File: config.mk
export PLATFORM = sky130hd
export DESIGN_NAME = vcortex_mem_arbiter
export DESIGN_NICKNAME = d
export VERILOG_FILES = /design/src/rtl/vcortex_mem_arbiter.sv
export SDC_FILE = /design/constraint.sdc
export NUM_CORES = 1
export LEC_CHECK = 0
export ABC_AREA = 1
export BUFFER_PORTS_ARGS = -buffer_cell sky130_fd_sc_hd__buf_4
export CAP_MARGIN = 10
export CORE_ASPECT_RATIO = 0.75
export CORE_UTILIZATION = 40
export CTS_CLUSTER_SIZE = 30
export DETAILED_ROUTE_END_ITERATION = 10
export PLACE_DENSITY = 0.75
export SLEW_MARGIN = 20
export SYNTH_ARGS = -nofsm -noshare
export SYNTH_HDL_FRONTEND = slang
export SYNTH_SLANG_ARGS = --single-unit
File: constraint.sdc
create_clock -name clk -period 5 [get_ports clk]
set_input_delay 1 -clock clk [delete_from_list [all_inputs] [get_ports clk]]
set_output_delay 1 -clock clk [all_outputs]
set_load 0.02 [all_outputs]
File: src/rtl/vcortex_mem_arbiter.sv
// vcortex_mem_arbiter: shares the sys_mem master port between the line-buffer
// fetch agent (port 0, read-only) and the frame writer (port 1, read/write).
// Bounded-burst round-robin with an urgent override for port 0, and an
// in-order tag FIFO that routes read returns back to the issuing port.
// Optional: define VCORTEX_ARB_STATS_EN to add the gnt0/gnt1/urgent counters.
module vcortex_mem_arbiter #(
    parameter int unsigned SYS_MEM_DATA_W = 32,
    parameter int unsigned SYS_MEM_ADDR_W = 27,
    parameter int unsigned LBFFR_OCC_W    = 11,
    parameter int unsigned URGENT_THRESH  = 256,
    parameter int unsigned MAX_BURST      = 16,
    parameter int unsigned RD_TAG_DEPTH   = 32
) (
    input  logic                      clk,
    input  logic                      rst_n,
    input  logic                      lbf_rden,
    input  logic [SYS_MEM_ADDR_W-1:0] lbf_addr,
    input  logic [LBFFR_OCC_W-1:0]    lbf_occ,
    output logic                      lbf_wait,
    output logic                      lbf_rd_valid,
    output logic [SYS_MEM_DATA_W-1:0] lbf_rdata,
    input  logic                      fw_wren,
    input  logic                      fw_rden,
    input  logic [SYS_MEM_ADDR_W-1:0] fw_addr,
    input  logic [SYS_MEM_DATA_W-1:0] fw_wdata,
    output logic                      fw_wait,
    output logic                      fw_rd_valid,
    output logic [SYS_MEM_DATA_W-1:0] fw_rdata,
    input  logic                      sys_mem_wait,
    output logic                      sys_mem_wren,
    output logic                      sys_mem_rden,
    output logic [SYS_MEM_ADDR_W-1:0] sys_mem_addr,
    output logic [SYS_MEM_DATA_W-1:0] sys_mem_wdata,
    input  logic                      sys_mem_rd_valid,
    input  logic [SYS_MEM_DATA_W-1:0] sys_mem_rdata,
    output logic                      arb_err
`ifdef VCORTEX_ARB_STATS_EN
    ,
    input  logic                      stats_clr,
    output logic [31:0]               gnt0_cnt,
    output logic [31:0]               gnt1_cnt,
    output logic [31:0]               urgent_cnt
`endif
);

    localparam int unsigned PTR_W = $clog2(RD_TAG_DEPTH);
    localparam int unsigned CNT_W = (MAX_BURST > 1) ? $clog2(MAX_BURST) : 1;
    localparam logic [PTR_W:0]       TAG_FULL   = (PTR_W + 1)'(RD_TAG_DEPTH);
    localparam logic [CNT_W-1:0]     BURST_LAST = CNT_W'(MAX_BURST - 1);
    localparam logic [LBFFR_OCC_W:0] URG_TH     = (LBFFR_OCC_W + 1)'(URGENT_THRESH);

    typedef enum logic [1:0] {ST_IDLE, ST_GNT0, ST_GNT1} state_e;

    state_e                    state_q, state_d;
    logic [CNT_W-1:0]          cnt_q, cnt_d;
    logic                      last_q, last_d;   // 1 = port 1 was granted last
    logic [RD_TAG_DEPTH-1:0]   tag_mem_q;
    logic [PTR_W-1:0]          wr_ptr_q, rd_ptr_q;
    logic [PTR_W:0]            tag_cnt_q;
    logic                      err_q;

    logic req0, req1, urgent, tag_full, tag_empty;
    logic cmd_rd, cmd_wr, cmd, gnt_wait, accept, pending, burst_last, urg_pre;
    logic push, pop_ok, head;

    assign req0       = lbf_rden;
    assign req1       = fw_wren | fw_rden;
    assign urgent     = {1'b0, lbf_occ} < URG_TH;
    assign tag_full   = (tag_cnt_q == TAG_FULL);
    assign tag_empty  = (tag_cnt_q == '0);
    assign burst_last = (cnt_q == BURST_LAST);

    // Command mux: the granted port drives sys_mem, everything else idles
    always_comb begin
        cmd_rd        = 1'b0;
        cmd_wr        = 1'b0;
        sys_mem_addr  = '0;
        sys_mem_wdata = '0;
        case (state_q)
            ST_GNT0: begin
                cmd_rd       = lbf_rden;
                sys_mem_addr = lbf_addr;
            end
            ST_GNT1: begin
                cmd_rd        = fw_rden;
                cmd_wr        = fw_wren;
                sys_mem_addr  = fw_addr;
                sys_mem_wdata = fw_wdata;
            end
            default: ;
        endcase
    end

    assign gnt_wait = sys_mem_wait | (cmd_rd & tag_full);
    assign cmd      = cmd_rd | cmd_wr;
    assign accept   = cmd & ~gnt_wait;
    assign pending  = cmd & gnt_wait;

    // A read stalled only by a full tag FIFO is withheld from the slave so it
    // cannot be taken there without a tag to route its data back.
    assign sys_mem_rden = cmd_rd & ~tag_full;
    assign sys_mem_wren = cmd_wr;
    assign lbf_wait     = (state_q == ST_GNT0) ? gnt_wait : 1'b1;
    assign fw_wait      = (state_q == ST_GNT1) ? gnt_wait : 1'b1;

    // Grant decision; switching only happens with no unaccepted command held
    always_comb begin
        state_d = state_q;
        urg_pre = 1'b0;
        case (state_q)
            ST_IDLE: begin
                if (req0 && (urgent || !req1 || last_q)) state_d = ST_GNT0;
                else if (req1)                           state_d = ST_GNT1;
            end
            ST_GNT0: begin
                if (accept && burst_last && req1) state_d = ST_GNT1;
                else if (!req0)                   state_d = req1 ? ST_GNT1 : ST_IDLE;
            end
            ST_GNT1: begin
                if (accept && burst_last && req0) state_d = ST_GNT0;
                else if (!req1)                   state_d = req0 ? ST_GNT0 : ST_IDLE;
                else if (req0 && urgent && !pending) begin
                    state_d = ST_GNT0;
                    urg_pre = 1'b1;
                end
            end
            default: state_d = ST_IDLE;
        endcase
        // Burst count saturates at MAX_BURST-1 so a yield still fires when
        // the other port only starts requesting after a long solo run.
        cnt_d = cnt_q;
        if (state_d != state_q)         cnt_d = '0;
        else if (accept && !burst_last) cnt_d = cnt_q + CNT_W'(1);
        last_d = last_q;
        if (state_d == ST_GNT0)      last_d = 1'b0;
        else if (state_d == ST_GNT1) last_d = 1'b1;
    end

    // Arbiter FSM state, burst counter and last-granted port
    always_ff @(posedge clk) begin
        if (!rst_n) begin
            state_q <= ST_IDLE;
            cnt_q   <= '0;
            last_q  <= 1'b1;
        end else begin
            state_q <= state_d;
            cnt_q   <= cnt_d;
            last_q  <= last_d;
        end
    end

    assign push   = accept & cmd_rd;
    assign pop_ok = sys_mem_rd_valid & ~tag_empty;
    assign head   = tag_mem_q[rd_ptr_q];

    // Tag FIFO of issuing port ids plus the sticky protocol error flag
    always_ff @(posedge clk) begin
        if (!rst_n) begin
            wr_ptr_q  <= '0;
            rd_ptr_q  <= '0;
            tag_cnt_q <= '0;
            err_q     <= 1'b0;
        end else begin
            if (push) begin
                tag_mem_q[wr_ptr_q] <= (state_q == ST_GNT1);
                wr_ptr_q            <= wr_ptr_q + PTR_W'(1);
            end
            if (pop_ok) rd_ptr_q <= rd_ptr_q + PTR_W'(1);
            case ({push, pop_ok})
                2'b10:   tag_cnt_q <= tag_cnt_q + (PTR_W + 1)'(1);
                2'b01:   tag_cnt_q <= tag_cnt_q - (PTR_W + 1)'(1);
                default: ;
            endcase
            if ((sys_mem_rd_valid && tag_empty) || (push && tag_full)) err_q <= 1'b1;
        end
    end

    assign arb_err      = err_q;
    assign lbf_rdata    = sys_mem_rdata;
    assign fw_rdata     = sys_mem_rdata;
    assign lbf_rd_valid = pop_ok & ~head;
    assign fw_rd_valid  = pop_ok & head;

`ifdef VCORTEX_ARB_STATS_EN
    logic [31:0] gnt0_cnt_q, gnt1_cnt_q, urg_cnt_q;

    // Saturating accept counters per port and urgent-preempt counter
    always_ff @(posedge clk) begin
        if (!rst_n || stats_clr) begin
            gnt0_cnt_q <= '0;
            gnt1_cnt_q <= '0;
            urg_cnt_q  <= '0;
        end else begin
            if (accept && state_q == ST_GNT0 && gnt0_cnt_q != '1) gnt0_cnt_q <= gnt0_cnt_q + 32'd1;
            if (accept && state_q == ST_GNT1 && gnt1_cnt_q != '1) gnt1_cnt_q <= gnt1_cnt_q + 32'd1;
            if (urg_pre && urg_cnt_q != '1)                       urg_cnt_q  <= urg_cnt_q + 32'd1;
        end
    end

    assign gnt0_cnt   = gnt0_cnt_q;
    assign gnt1_cnt   = gnt1_cnt_q;
    assign urgent_cnt = urg_cnt_q;
`endif

endmodule

==> impl_metrics.env <==
export IMPL_die_w_um=118.9
export IMPL_cts_root_buf="clkbuf_16"
export IMPL_antenna_cells=0
export IMPL_switchingPower_w=0.0007967
export IMPL_yosys_area_top_type="edfxtp_1"
export IMPL_grt_busiest_layer="met2"
export IMPL_vias_per_cell=5.083
export IMPL_synth_area_per_cell_um2=7.166
export IMPL_crit_required_ns=4.00
export IMPL_relSlewSlack=0.5389
export IMPL_p_int_w=0.001065
export IMPL_multi_input_area_um2=1837
export IMPL_whs_path_depth=2
export IMPL_cap_violations=0
export IMPL_crit_fanout=19
export IMPL_dp_hpwl_mm=10.74
export IMPL_status="complete, no violations"
export IMPL_cts_buffers=5
export IMPL_p_leak_nw=2.449
export IMPL_postCtsResizedCells=0
export IMPL_critPathCaptureType="output pin"
export IMPL_vias=4031
export IMPL_p_seq_frac=0.326
export IMPL_period_needed_ns=3.514
export IMPL_ant_nets=0
export IMPL_post_route_period_util=0.7028
export IMPL_reg2reg_depth=23
export IMPL_dpl_worst_slack_ns=1.445
export IMPL_cts_hold_buf=0
export IMPL_drt_iter0_markers=244
export IMPL_placementRows=31
export IMPL_dieArea_um2=10660
export IMPL_grt_ovfl_total=0
export IMPL_p_per_area_nw_per_um2=366.8
export IMPL_h_tree_depth=2
export IMPL_grtUsageMet3=0.06250
export IMPL_post_cts_setup_buffers=0
export IMPL_post_route_util=0.5173
export IMPL_routed_wl_mm=13.29
export IMPL_portBuffers=161
export IMPL_max_clock_path_buffers=2
export IMPL_track_usage=0.2427
export IMPL_synth_fp_nets=725
export IMPL_clk_pin_slew_ns=0.07
export IMPL_synthCells=572
export IMPL_final_cell_mix="buf_4, nand2_1, nor2_1, inv_1, a21oi_1"
export IMPL_final_common_cell="buf_4"
export IMPL_synth_area_top_cells="edfxtp_1, dfxtp_1, buf_4, nand2_1, nor2_1"
export IMPL_grt_pass1_vias=3771
export IMPL_fmaxAchievable_mhz=284.6
export IMPL_layout_drive_gt1_share=0.2890
export IMPL_area_growth_pct=23.84
export IMPL_setup_ws_ns=1.486
export IMPL_gr_usage_met1=0.2381
export IMPL_setup_viol=0
export IMPL_hold_violations=0
export IMPL_synth_ff_latch_count=56
export IMPL_ios=266
export IMPL_rsz0062_at_grt="false"
export IMPL_synth_top_area_share=0.2344
export IMPL_clk_latency_ns=0.30
export IMPL_cp_start_kind="flip-flop"
export IMPL_drc=0
export IMPL_p_comb_frac=0.486
export IMPL_clock_sinks=56
export IMPL_worstMarginPinSlew_ns=0.6917
export IMPL_peakVddDrop_mv=0.1458
export IMPL_place_congestion=0.9260
export IMPL_seq_area_um2=1441
export IMPL_antenna_found_initial=0
export IMPL_ys_warn_count=0
export IMPL_swShare=0.4280
export IMPL_ys_types=38
export IMPL_grt_max_degree=77
export IMPL_grt_util_met2=0.4503
export IMPL_maxSlewViolCount=0
export IMPL_place_area_um2=4933
export IMPL_fill_cells=927
export IMPL_die_h_um=89.67
export IMPL_nets=813
export IMPL_crit_type="reg2out"
export IMPL_min_path_type="reg2reg"
export IMPL_firstDrtPassIters=5
export IMPL_syn_area_um2=4099
export IMPL_cp_arrival_ns=2.51
export IMPL_start_util=0.4177
export IMPL_grt_pass1_wl_mm=19.42
export IMPL_clock_power_share=0.188
export IMPL_core_area_um2=9813
export IMPL_ys_seq_area_frac=0.3516
export IMPL_tritoncts="yes"
export IMPL_fin_tns_setup_ns=0
export IMPL_worst_hold_slack_ns=0.4681
export IMPL_design_area_um2=5076
export IMPL_finClkSkew_ns=0.008923
export IMPL_routedWlPerCell_um=16.76
[worst max-delay path, stage by stage (launching register included)]
cell and delay [ns]:
dfxtp_1 0.74, inv_1 0.44, o21ai_0 0.27, o22ai_1 0.12, o211ai_1 0.19, nand4_1 0.13, a21oi_1 0.18, buf_4 0.16
[layer usage]
metal | up-vias | routed length [um]
met2 | 221 | 6823
met3 | 43 | 1008
met5 | - | 0
li1 | 1941 | -
met1 | 1826 | 4460
met4 | 0 | 999
[kinds of logic after synthesis]
group	count (synthesis)	synth area share
AOI/OAI and AO/OA	96	0.1252
xor gates and xnor gates	6	0.01282
adders and majority gates	17	0.05372
buffers and inverters	153	0.2008
DFF	56	0.3516
muxes	1	0.002747
and+or+nand+nor	243	0.2531
[metrics by stage]
stage | power (W) | cells
2_1_floorplan | 0.001263 | 572
3_3_place_gp | 0.001483 | 785
3_5_place_dp | 0.001515 | 785
4_1_cts | 0.001861 | 793
5_1_grt | 0.001981 | 793
6_report | 0.001862 | 793
[power by group through the flow]
stage | clock network, W | logic (W) | registers, W
finish | 0.000350 | 0.000904 | 0.000607
global route | 0.000368 | 0.000996 | 0.000617
CTS | 0.000350 | 0.000905 | 0.000606
detailed placement | 0 | 0.000899 | 0.000616
global placement | 0 | 0.000871 | 0.000611
floorplan | 0 | 0.000679 | 0.000585
[flip-flops by register name, summed over array words and instances, names as in the netlist]
register   cells
cnt_q          4
tag_cnt_q      6
wr_ptr_q       5
arb_err        1
state_q        2
rd_ptr_q       5
tag_mem_q     32
last_q         1
[area by class of cell]
class	instances	area share
clock buffer	5	0.02465
timing repair buffer	163	0.2411
sequential	56	0.2840
multi-input combinational	363	0.3618
inverter	71	0.05250
clock inverter	3	0.003451
tap	132	0.03254
[path summary, 6_finish.rpt]
kind,startpoint,end,slack (ns)
worst min register to register,arb_err,arb_err,0.47
worst max register to register,state_q[1],tag_cnt_q[5],1.51
worst max-delay path,rd_ptr_q[0],lbf_rd_valid,1.49
worst min-delay path,arb_err,arb_err,0.47
[cells in the mapped netlist (all sizes together)]
library cell,number
a22oi,1
mux2,1
xnor2,3
nand4,5
and2,1
fa,1
dfxtp,24
nor3,9
o21bai,1
o221ai,2
clkbuf,15
nand2,135
a21oi,46
inv,69
or2,1
o22ai,6
xor2,3
nor2,75
o21ai,35
a21o,1
buf,67
o211ai,3
nand3,17
edfxtp,32
ha,16
a211oi,1
clkinv,2
(Power assumes the default switching activity.)
